==> config.mk <==
export PLATFORM = sky130hd
export DESIGN_NAME = matmul_feed_ctrl_flat
export DESIGN_NICKNAME = d
export VERILOG_FILES = /design/src/rtl/matmul_feed_ctrl_pkg.sv /design/src/rtl/matmul_feed_ctrl_if.sv /design/src/rtl/matmul_skew_mux.sv /design/src/rtl/matmul_feed_ctrl.sv /design/src/flat_wrapper.sv
export SDC_FILE = /design/constraint.sdc
export NUM_CORES = 1
export LEC_CHECK = 0
export ABC_CLOCK_PERIOD_IN_PS = 2370
export BUFFER_PORTS_ARGS = -buffer_cell sky130_fd_sc_hd__buf_2
export CAP_MARGIN = 20
export CORE_AREA = 10 10 198 200
export CTS_BUF_LIST = sky130_fd_sc_hd__clkbuf_8 sky130_fd_sc_hd__clkbuf_16
export DETAILED_ROUTE_END_ITERATION = 12
export DIE_AREA = 0 0 208 210
export RECOVER_POWER = 50
export SKIP_LAST_GASP = 1
export SLEW_MARGIN = 20
export SYNTH_ARGS = -nofsm -noshare
export SYNTH_HDL_FRONTEND = slang
export SYNTH_SLANG_ARGS = --single-unit
==> constraint.sdc <==
create_clock -name clk -period 2.37 [get_ports clk]
set_input_delay 0.3555 -clock clk [delete_from_list [all_inputs] [get_ports clk]]
set_output_delay 0.3555 -clock clk [all_outputs]
set_load 0.005 [all_outputs]
==> src/rtl/matmul_feed_ctrl_pkg.sv <==
// Purpose: shared types and constants for the systolic matmul feed controller.
// Latency: n/a (package only).
// Backpressure: n/a (package only).
//
// Contents: minifloat field layout (1 sign, 3 exponent, 4 fraction bits),
// the minifloat zero, FSM state enum, step counter width, parameter defaults.
package matmul_pkg;

    localparam int MF_SIGN     = 7;
    localparam int MF_EXP_W    = 3;
    localparam int MF_EXP_LSB  = 4;
    localparam int MF_FRAC_W   = 4;
    localparam int MF_FRAC_LSB = 0;

    // All-zero encoding; a PE treats it as "no contribution".
    localparam logic [7:0] MF_ZERO = 8'h00;

    localparam int N_DEFAULT         = 4;
    localparam int DW_DEFAULT        = 8;
    localparam int DRAIN_CYC_DEFAULT = 2;

    // Shared FEED step / DRAIN counter. Largest value is max(2*8-2, 15-1) = 14.
    localparam int STEP_W = 4;

    typedef enum logic [2:0] {
        IDLE,
        CLEAR,
        FEED,
        DRAIN,
        DONE
    } state_e;

    function automatic logic mf_is_zero(input logic [7:0] x);
        return (x[MF_EXP_LSB +: MF_EXP_W] == '0) &&
               (x[MF_FRAC_LSB +: MF_FRAC_W] == '0);
    endfunction

endpackage

==> src/rtl/matmul_feed_ctrl_if.sv <==
// Purpose: bundles the load port, run control and array feed bus of the controller.
// Latency: n/a (wiring only).
// Backpressure: load_ready gates writes; requester holds load_valid until accepted.
//
// master: host side (drives load_* and start, observes status and feed bus).
// slave : matmul_feed_ctrl (accepts loads, drives status and feed bus).
interface matmul_feed_ctrl_if #(
    parameter int N  = 4,
    parameter int DW = 8
);
    localparam int IW = $clog2(N);

    logic          load_valid;
    logic          load_ready;
    logic          load_sel;
    logic [IW-1:0] load_row;
    logic [IW-1:0] load_col;
    logic [DW-1:0] load_data;
    logic          start;
    logic          busy;
    logic          done;
    logic          acc_clr;
    logic          feed_valid;
    logic [N*DW-1:0] row_data;
    logic [N*DW-1:0] col_data;

    modport master (
        output load_valid, load_sel, load_row, load_col, load_data, start,
        input  load_ready, busy, done, acc_clr, feed_valid, row_data, col_data
    );

    modport slave (
        input  load_valid, load_sel, load_row, load_col, load_data, start,
        output load_ready, busy, done, acc_clr, feed_valid, row_data, col_data
    );

endinterface

==> src/rtl/matmul_skew_mux.sv <==
// Purpose: per-lane skewed operand select for one edge of the systolic array.
// Latency: combinational; caller registers the result.
// Backpressure: none.
//
// Ports: mat_i  - N*N matrix, element (r,c) at bits (r*N+c)*DW +: DW
//        t_i    - FEED step
//        lane_o - lane l = element at index k = t-l along the operand's inner
//                 dimension: A[l][k] (COL_MODE=0) or B[k][l] (COL_MODE=1), else zero
module matmul_skew_mux
    import matmul_pkg::*;
#(
    parameter int N        = N_DEFAULT,
    parameter int DW       = DW_DEFAULT,
    parameter bit COL_MODE = 1'b0
) (
    input  logic [N*N*DW-1:0] mat_i,
    input  logic [STEP_W-1:0] t_i,
    output logic [N*DW-1:0]   lane_o
);

    // Lane l carries inner index k exactly when t == l + k; at most one k matches.
    always_comb begin
        lane_o = '0;
        for (int l = 0; l < N; l++) begin
            lane_o[l*DW +: DW] = DW'(MF_ZERO);
            for (int k = 0; k < N; k++) begin
                if (t_i == STEP_W'(l + k)) begin
                    if (COL_MODE)
                        lane_o[l*DW +: DW] = mat_i[(k*N + l)*DW +: DW];
                    else
                        lane_o[l*DW +: DW] = mat_i[(l*N + k)*DW +: DW];
                end
            end
        end
    end

endmodule

==> src/rtl/matmul_feed_ctrl.sv <==
// Purpose: buffers A/B and feeds an NxN systolic array with skewed operands.
// Latency: start -> done = 2N+DRAIN_CYC cycles (one less without the CLEAR state).
// Backpressure: load_ready high only in IDLE; start ignored (not queued) outside IDLE.
//
// Ports: clk, rst_n (async active-low); bus (matmul_feed_ctrl_if.slave):
//   load_valid/load_ready/load_sel/load_row/load_col/load_data - element writes
//   start, busy, done, acc_clr - run control; feed_valid, row_data, col_data - array feed
// Optional feature macro: MATMUL_ACC_CLR_EN (CLEAR state + acc_clr pulse per run).
module matmul_feed_ctrl
    import matmul_pkg::*;
#(
    parameter int N         = N_DEFAULT,
    parameter int DW        = DW_DEFAULT,
    parameter int DRAIN_CYC = DRAIN_CYC_DEFAULT
) (
    input  logic               clk,
    input  logic               rst_n,
    matmul_feed_ctrl_if.slave  bus
);

    localparam int IW = $clog2(N);
    localparam int MW = N*N*DW;
    localparam logic [STEP_W-1:0] FEED_LAST  = STEP_W'(2*N - 2);
    localparam logic [STEP_W-1:0] DRAIN_LAST = STEP_W'(DRAIN_CYC - 1);

    state_e            state_q, state_d;
    logic [STEP_W-1:0] cnt_q, cnt_d;
    logic              load_ready;
    logic              wr_en;

    logic [MW-1:0]     abuf_q, abuf_d;
    logic [MW-1:0]     bbuf_q, bbuf_d;
    logic [N*DW-1:0]   row_mux, col_mux;

    logic              feed_valid_q;
    logic              done_q;
    logic [N*DW-1:0]   row_data_q, col_data_q;

    assign load_ready     = (state_q == IDLE);
    assign wr_en          = bus.load_valid && load_ready;
    assign bus.load_ready = load_ready;
    assign bus.busy       = (state_q != IDLE);

    // Next buffer contents. Indices >= N match no slot, so they are dropped.
    // The skew muxes read these next values so that a write landing on the
    // start edge is already visible to the first feed step.
    always_comb begin
        abuf_d = abuf_q;
        bbuf_d = bbuf_q;
        for (int r = 0; r < N; r++) begin
            for (int c = 0; c < N; c++) begin
                if (wr_en && bus.load_row == IW'(r) && bus.load_col == IW'(c)) begin
                    if (bus.load_sel)
                        bbuf_d[(r*N + c)*DW +: DW] = bus.load_data;
                    else
                        abuf_d[(r*N + c)*DW +: DW] = bus.load_data;
                end
            end
        end
    end

    // Operand storage is deliberately not reset.
    always_ff @(posedge clk) begin
        abuf_q <= abuf_d;
        bbuf_q <= bbuf_d;
    end

    // cnt is the FEED step t, then reused as the DRAIN cycle count.
    always_comb begin
        state_d = state_q;
        cnt_d   = cnt_q;
        case (state_q)
            IDLE: begin
                if (bus.start) begin
`ifdef MATMUL_ACC_CLR_EN
                    state_d = CLEAR;
`else
                    state_d = FEED;
`endif
                    cnt_d = '0;
                end
            end
            CLEAR: begin
                state_d = FEED;
                cnt_d   = '0;
            end
            FEED: begin
                if (cnt_q == FEED_LAST) begin
                    state_d = DRAIN;
                    cnt_d   = '0;
                end else begin
                    cnt_d = cnt_q + STEP_W'(1);
                end
            end
            DRAIN: begin
                if (cnt_q == DRAIN_LAST) begin
                    state_d = DONE;
                    cnt_d   = '0;
                end else begin
                    cnt_d = cnt_q + STEP_W'(1);
                end
            end
            DONE: begin
                state_d = IDLE;
                cnt_d   = '0;
            end
            default: begin
                state_d = IDLE;
                cnt_d   = '0;
            end
        endcase
    end

    always_ff @(posedge clk or negedge rst_n) begin
        if (!rst_n) begin
            state_q <= IDLE;
            cnt_q   <= '0;
        end else begin
            state_q <= state_d;
            cnt_q   <= cnt_d;
        end
    end

    matmul_skew_mux #(.N(N), .DW(DW), .COL_MODE(1'b0)) u_row_skew (
        .mat_i  (abuf_d),
        .t_i    (cnt_d),
        .lane_o (row_mux)
    );

    matmul_skew_mux #(.N(N), .DW(DW), .COL_MODE(1'b1)) u_col_skew (
        .mat_i  (bbuf_d),
        .t_i    (cnt_d),
        .lane_o (col_mux)
    );

    // Outputs are registered from the next state, so each one lines up with
    // the state the FSM occupies during that cycle.
    always_ff @(posedge clk or negedge rst_n) begin
        if (!rst_n) begin
            feed_valid_q <= 1'b0;
            done_q       <= 1'b0;
            row_data_q   <= '0;
            col_data_q   <= '0;
        end else begin
            feed_valid_q <= (state_d == FEED);
            done_q       <= (state_d == DONE);
            row_data_q   <= (state_d == FEED) ? row_mux : '0;
            col_data_q   <= (state_d == FEED) ? col_mux : '0;
        end
    end

`ifdef MATMUL_ACC_CLR_EN
    logic acc_clr_q;

    always_ff @(posedge clk or negedge rst_n) begin
        if (!rst_n)
            acc_clr_q <= 1'b0;
        else
            acc_clr_q <= (state_d == CLEAR);
    end

    assign bus.acc_clr = acc_clr_q;
`else
    // Without the clear, successive runs accumulate into the PEs (C += A*B).
    assign bus.acc_clr = 1'b0;
`endif

    assign bus.feed_valid = feed_valid_q;
    assign bus.done       = done_q;
    assign bus.row_data   = row_data_q;
    assign bus.col_data   = col_data_q;

endmodule

==> src/flat_wrapper.sv <==
// flat-port wrapper written by rule: the top's interface ports become plain ports
module matmul_feed_ctrl_flat import matmul_pkg::*;
#(
    parameter int N         = N_DEFAULT,
    parameter int DW        = DW_DEFAULT,
    parameter int DRAIN_CYC = DRAIN_CYC_DEFAULT
)
  (clk, rst_n, bus_load_valid, bus_load_sel, bus_load_row, bus_load_col, bus_load_data, bus_start, bus_load_ready, bus_busy, bus_done, bus_acc_clr, bus_feed_valid, bus_row_data, bus_col_data);
  matmul_feed_ctrl_if #(.N(N), .DW(DW)) bus_i ();
  input  logic clk;
  input  logic rst_n;
  input wire logic [$bits(bus_i.load_valid)-1:0] bus_load_valid;
  input wire logic [$bits(bus_i.load_sel)-1:0] bus_load_sel;
  input wire logic [$bits(bus_i.load_row)-1:0] bus_load_row;
  input wire logic [$bits(bus_i.load_col)-1:0] bus_load_col;
  input wire logic [$bits(bus_i.load_data)-1:0] bus_load_data;
  input wire logic [$bits(bus_i.start)-1:0] bus_start;
  output wire logic [$bits(bus_i.load_ready)-1:0] bus_load_ready;
  output wire logic [$bits(bus_i.busy)-1:0] bus_busy;
  output wire logic [$bits(bus_i.done)-1:0] bus_done;
  output wire logic [$bits(bus_i.acc_clr)-1:0] bus_acc_clr;
  output wire logic [$bits(bus_i.feed_valid)-1:0] bus_feed_valid;
  output wire logic [$bits(bus_i.row_data)-1:0] bus_row_data;
  output wire logic [$bits(bus_i.col_data)-1:0] bus_col_data;
  assign bus_i.load_valid = bus_load_valid;
  assign bus_i.load_sel = bus_load_sel;
  assign bus_i.load_row = bus_load_row;
  assign bus_i.load_col = bus_load_col;
  assign bus_i.load_data = bus_load_data;
  assign bus_i.start = bus_start;
  assign bus_load_ready = bus_i.load_ready;
  assign bus_busy = bus_i.busy;
  assign bus_done = bus_i.done;
  assign bus_acc_clr = bus_i.acc_clr;
  assign bus_feed_valid = bus_i.feed_valid;
  assign bus_row_data = bus_i.row_data;
  assign bus_col_data = bus_i.col_data;
  matmul_feed_ctrl #(.N(N), .DW(DW), .DRAIN_CYC(DRAIN_CYC)) u_core (.clk(clk), .rst_n(rst_n), .bus(bus_i));
endmodule
==> results of run 1 <==
## synthesized netlist by cell type, types with 11 or more instances
master | n | area (um2)
a211oi_1 | 22 | 165
o21ai_0 | 47 | 235
nand2_1 | 117 | 439
o22ai_1 | 16 | 100
mux2i_1 | 85 | 851
mux2_2 | 131 | 1480
or2_2 | 11 | 68.8
o2111ai_1 | 16 | 140
nand3_1 | 14 | 70.1
or3_1 | 12 | 75.1
dfxtp_1 | 256 | 5120
o21ai_1 | 13 | 65.1
a221oi_1 | 41 | 359
inv_1 | 92 | 345
nor2_1 | 41 | 154
dfrtp_1 | 73 | 1830
clkbuf_1 | 76 | 285
nor3_1 | 21 | 105
buf_2 | 11 | 55.1
o32a_1 | 16 | 160
o211ai_1 | 17 | 128
a222oi_1 | 15 | 150
## layer usage
metal  vias to the layer above  wire (um)
met1                      5370      18200
li1                       5014          -
met2                       284      20300
met4                         0        958
met5                         -          0
met3                        63       1890
## final cells by class
| cell class | count | area [um2] |
|---|---|---|
| clock buffers | 50 | 1130 |
| clock inverters | 18 | 140 |
| fillers | 2968 | 16600 |
| inverters | 93 | 360 |
| multi-input cells | 712 | 6610 |
| flip-flops and latches | 329 | 6950 |
| well taps | 461 | 577 |
| repair buffers | 340 | 2900 |
## stage by stage
| step | power, W | instance area (um2) | setup slack, ps |
|---|---|---|---|
| floorplan | 0.0109 | 13200 | -67.9 |
| global placement | 0.0148 | 15500 | -326 |
| detailed placement | 0.0149 | 15500 | -385 |
| CTS | 0.0215 | 17300 | -119 |
| global route | 0.0248 | 18700 | -309 |
| finish | 0.0237 | 18700 | -258 |
## worst paths after layout
path                                         from                 endpoint  slack, ps  cells after the start
worst max-delay path            u_core.state_q[1]  u_core.bus.col_data[11]       -260                      9
worst min-delay path             bus_load_data[5]        u_core.bbuf_q[53]        350                      3
worst max register to register  u_core.state_q[1]  u_core.bus.col_data[11]       -260                      9
worst min register to register  u_core.bbuf_q[50]        u_core.bbuf_q[50]        440                      2
max in group asynchronous                   rst_n  u_core.bus.row_data[21]        110                      3
min in group asynchronous                   rst_n        u_core.state_q[0]        800                      2
## flip-flops by register name, summed over array words and instances (netlist names)
register / count
u_core.abuf_q: 128
u_core.bbuf_q: 128
u_core.bus.col_data: 32
u_core.bus.done: 1
u_core.bus.feed_valid: 1
u_core.bus.row_data: 32
u_core.cnt_q: 4
u_core.state_q: 3
## cells by family after synthesis
kind of cell    Yosys count  synth area share [%]
xor+xnor                  1                0.0666
other cells               1                0.0285
flops                   329                  52.8
simple gates            249                  9.21
buf+inv                 187                  5.67
compound gates          237                  13.6
mux                     224                  18.6
## worst max-delay path: cells and delay by family, from the launching register on
kind,cells,cell delay [ps]
and+or+nand+nor,3,1010
DFF,1,460
buffers and inverters,3,520
muxes,1,170
AOI/OAI and AO/OA,2,350
## report_power, final
| part | switching (W) | internal [W] | total, W |
|---|---|---|---|
| clock | 0.00230 | 0.00355 | 0.00585 |
| combinational | 0.00579 | 0.00527 | 0.0111 |
| sequential | 0.000354 | 0.00644 | 0.00679 |
| total | 0.00844 | 0.0152 | 0.0237 |
## timing repair
item,4_1_cts,5_1_grt
hold buffers,1,0
endpoints found under the hold margin,23,0
cloned,2,6
gates resized for setup,67,207
buffers inserted,28,39
endpoints found under the setup margin,65,83
pin swaps,22,57
==> run summary, run 1 <==
Pwr/cell area -> 1270 nW/um2
Critical-path top delay cell -> or4b_4
Final Max Slew Viols -> 26
Top Usage Layer GRT -> met2
Seq cells post-synth -> 329
Worst-path clk slew -> 60 ps
Synth async-reset ratio -> 22.2%
Met3 Usage GRT -> 2.96%
Hpwl dp -> 24.7 mm
Largest net degree at the start of global routing -> 37
Clock buffer depth -> 3
Post-Route WL -> 41.4 mm
Post-synthesis sequential area ratio -> 52.8%
Worst hold path class -> input pin to flip-flop
Initial Utilization -> 37.4%
First-pass GRT wire length -> 61.5 mm
Initial antenna violation count -> 0
Setup TNS -> -8810 ps
Least-Margin Pin Slew -> 1680 ps
Total track usage -> 17.4%
Vias/cell -> 5.36
TritonCTS clock tree -> yes
Critical-path cell list -> or4b_4 > buf_6 > or3_1 > buf_6 > buf_4 > mux2i_4 > o22ai_2 > a221oi_2 > nor2_1
Top cell by count, worst path -> buf_6
Number of distinct library cells after synthesis -> 63
Total CTS buffers -> 37
Synthesized area -> 13200 um2
Port bufs -> 84
Core Box Area -> 35200 um2
First-pass DRT Iterations -> 5
GR Layer Usage met2 -> 29.3%
# diodes -> 0
Synth Instances -> 1228
CP Class -> flip-flop to flip-flop
Avg Synthesized Cell Area -> 10.7 um2
Status -> finished, violations left
Failing checks -> capacitance limit, slew limit, setup timing
Startpoint types -> flip-flop
RSZ-0062 raised after global routing -> yes
Maxcap violations -> 1
Skew-Pair Late Insertion Delay -> 530 ps
CP peak stage delay -> 540 ps
Share of cells above drive strength 1 -> 41.6%
WHS -> 352 ps
GPL Wtd Cong -> 0.902
Vias in the first global route -> 10700
Crit-path max FO -> 8
Grt total ovfl -> 0
Worst setup EP type -> flip-flop
Top FF cell, synth -> dfxtp_1
Area Overhead vs Synth -> 41.9%
F_max -> 381 MHz
I/O Pins -> 86
Clock sinks -> 329
Synth warn -> 0
DR iter-0 viols -> 672
Die width -> 208 um
Final hold violation count -> 0
Setup-failing EPs final -> 64
Max VDD drop -> 0.000710 V
Worst Skew -> 11.5 ps
Cell Rows -> 69
Tmin final -> 2630 ps
Slew headroom -> -12.1%
DIE HEIGHT -> 210 um
Data arrival, critical path -> 3040 ps
Core Util, Final -> 53.0%
Commonest non-fill, non-tap cell in the layout -> dfxtp_1
Worst Path Required -> 2780 ps
Nets -> 1530
Tcrit/Tclk final -> 111%
Placed insts -> 1863
Number of synthesized flops with an enable pin -> 0
Finished Layout Cells -> 2003
H-tree Lvls -> 2
Avg WL per Cell -> 20.7 um
Most frequent cells in the layout -> 256 x dfxtp_1, 174 x buf_4, 123 x mux2_2
M1 GR Usage -> 22.1%
CTS root buf -> clkbuf_16
Setup WS post-layout -> -258 ps
Via count of the routed design -> 10700
Routed Antenna Nets -> 0
Static Leak -> 8.37 nW
Die area -> 43700 um2
DRC viols -> 0
Net Count, Synth -> 1245
(Power assumes the default switching activity.)
==> inputs of run 2 (changes only) <==
CORE_AREA = 10 10 205 207   (was 10 10 198 200)
DIE_AREA = 0 0 215 217   (was 0 0 208 210)
==> run summary, run 2 (synthesis gave the netlist of run 1 again) <==
Cell Rows -> 72
Vias in the first global route -> 10600
Overall power -> 0.0231 W
Port bufs -> 84
Data arrival, critical path -> 3020 ps
TritonCTS clock tree -> yes
Crit-path max FO -> 8
Largest regs -> u_core.abuf_q x128, u_core.bbuf_q x128
Vias/cell -> 5.18
Core Util, Final -> 48.4%
First-pass GRT wire length -> 61.1 mm
Avg WL per Cell -> 20.1 um
Hpwl dp -> 24.3 mm
Post-route cell area -> 18500 um2
DR iter-0 viols -> 770
Area of the multi-input gates -> 6620 um2
Core Box Area -> 38100 um2
Via count of the routed design -> 10500
Least-Margin Pin Slew -> 995 ps
Die area -> 46700 um2
Critical-path cell list -> buf_6 > or4b_4 > buf_6 > nor3_4 > buf_12 > mux2i_4 > o22ai_2 > a221oi_2 > nor2_1
Tcrit/Tclk final -> 111%
DIE HEIGHT -> 217 um
FF+latch area -> 6960 um2
CP peak stage delay -> 570 ps
Tmin final -> 2620 ps
Initial Utilization -> 34.5%
Maxcap violations -> 0
RSZ-0062 raised after global routing -> yes
Worst Skew -> 15.3 ps
Static Leak -> 8.48 nW
# fillers -> 3335
Top cell by count, worst path -> buf_6
Clock buffer depth -> 3
Nets -> 1494
Total CTS buffers -> 35
Startpoint types -> flip-flop
CTS root buf -> clkbuf_16
First-pass DRT Iterations -> 7
Routed Antenna Nets -> 0
Worst-path clk slew -> 60 ps
Total track usage -> 16.3%
Place WS -> -305 ps
GPL Wtd Cong -> 0.839
Area Overhead vs Synth -> 40.3%
Pwr/cell area -> 1250 nW/um2
Share of cells above drive strength 1 -> 43.3%
Grt total ovfl -> 0
Die width -> 215 um
Hold_sp -> bus_load_data[5]
Setup TNS -> -7580 ps
R2R Path Start -> u_core.state_q[1]
Setup-failing EPs final -> 64
DRC viols -> 0
Most frequent cells in the layout -> 256 x dfxtp_1, 154 x buf_4, 114 x mux2_2
Skew-Pair Late Insertion Delay -> 530 ps
Worst setup EP type -> flip-flop
Max VDD drop -> 0.000616 V
Final hold violation count -> 0
DP Area -> 15300 um2
Worst Path Required -> 2770 ps
Initial antenna violation count -> 3
Largest net degree at the start of global routing -> 49
F_max -> 381 MHz
Setup WS post-layout -> -251 ps
Status -> finished, violations left
CP Class -> flip-flop to flip-flop
Commonest non-fill, non-tap cell in the layout -> dfxtp_1
Critical Path Start -> u_core.state_q[1]
Critical-path top delay cell -> or4b_4
Post-Route WL -> 40.7 mm
I/O Pins -> 86
H-tree Lvls -> 2
Final Max Slew Viols -> 0
Worst hold path class -> input pin to flip-flop
Clock sinks -> 329
Failing checks -> setup timing
Slew headroom -> 33.7%
## run 2: cell count changes in the layout (fill, tap and decap cells not counted), moves of 8 or more
cell      change
mux2_2        -9
buf_4        -20
o21ai_0      +19
clkbuf_1     -55
buf_2        +54
mux2_4        +9
o21ai_1      -15
buf_6         -8
## run 2: what timing repair did
| item | CTS | global route |
|---|---|---|
| setup buffers | 21 | 41 |
| gates resized for setup | 92 | 157 |
| hold endpoints to repair | 25 | 0 |
| setup endpoints to repair | 64 | 77 |
| cloned | 5 | 3 |
| hold buffers | 1 | 0 |
| pin swaps | 35 | 64 |
## run 2: final cells by class
cell class | count | area share (%)
diodes | 3 | 0.0407
clock buffers | 45 | 5.61
clock inverters | 18 | 0.963
inverters | 93 | 1.91
multi-input cells | 713 | 35.8
flip-flops and latches | 329 | 37.7
well taps | 518 | 3.51
repair buffers | 305 | 14.4
## run 2: metrics by stage
step | instances | hold WS (ps)
floorplan | 1228 | 59.9
global placement | 1895 | 331
detailed placement | 1895 | 345
CTS | 1984 | 301
global route | 2024 | 334
finish | 2024 | 328
## run 2: final timing paths
check                      depth (start not counted)                       to  slack, ps
max                                                9  u_core.bus.col_data[11]       -250
min                                                3        u_core.bbuf_q[53]        330
max reg2reg                                        9  u_core.bus.col_data[11]       -250
min reg2reg                                        2        u_core.bbuf_q[49]        440
max in group asynchronous                          3        u_core.state_q[1]        510
min in group asynchronous                          2          u_core.bus.done        470
## run 2: metal layers
layer | share of wire, % | up-vias | track usage [%]
li1 | - | 4932 | -
met1 | 44 | 5260 | 21.1
met2 | 49 | 248 | 27.7
met3 | 4.2 | 54 | 2.39
met4 | 2.2 | 0 | 5.26
met5 | 0 | - | 0
## run 2: power by group
group	internal, W	switching, W	leakage [nW]
registers	0.00644	0.000373	3.07
logic	0.00499	0.00557	4.79
clock network	0.00342	0.00226	0.619
total	0.0149	0.00821	8.48
## run 2: critical path, delay by kind of cell, from the launching register on
family          cells  cell delay [ps]
simple gates        3              860
buf+inv             3              500
flops               1              450
compound gates      2              420
mux                 1              260
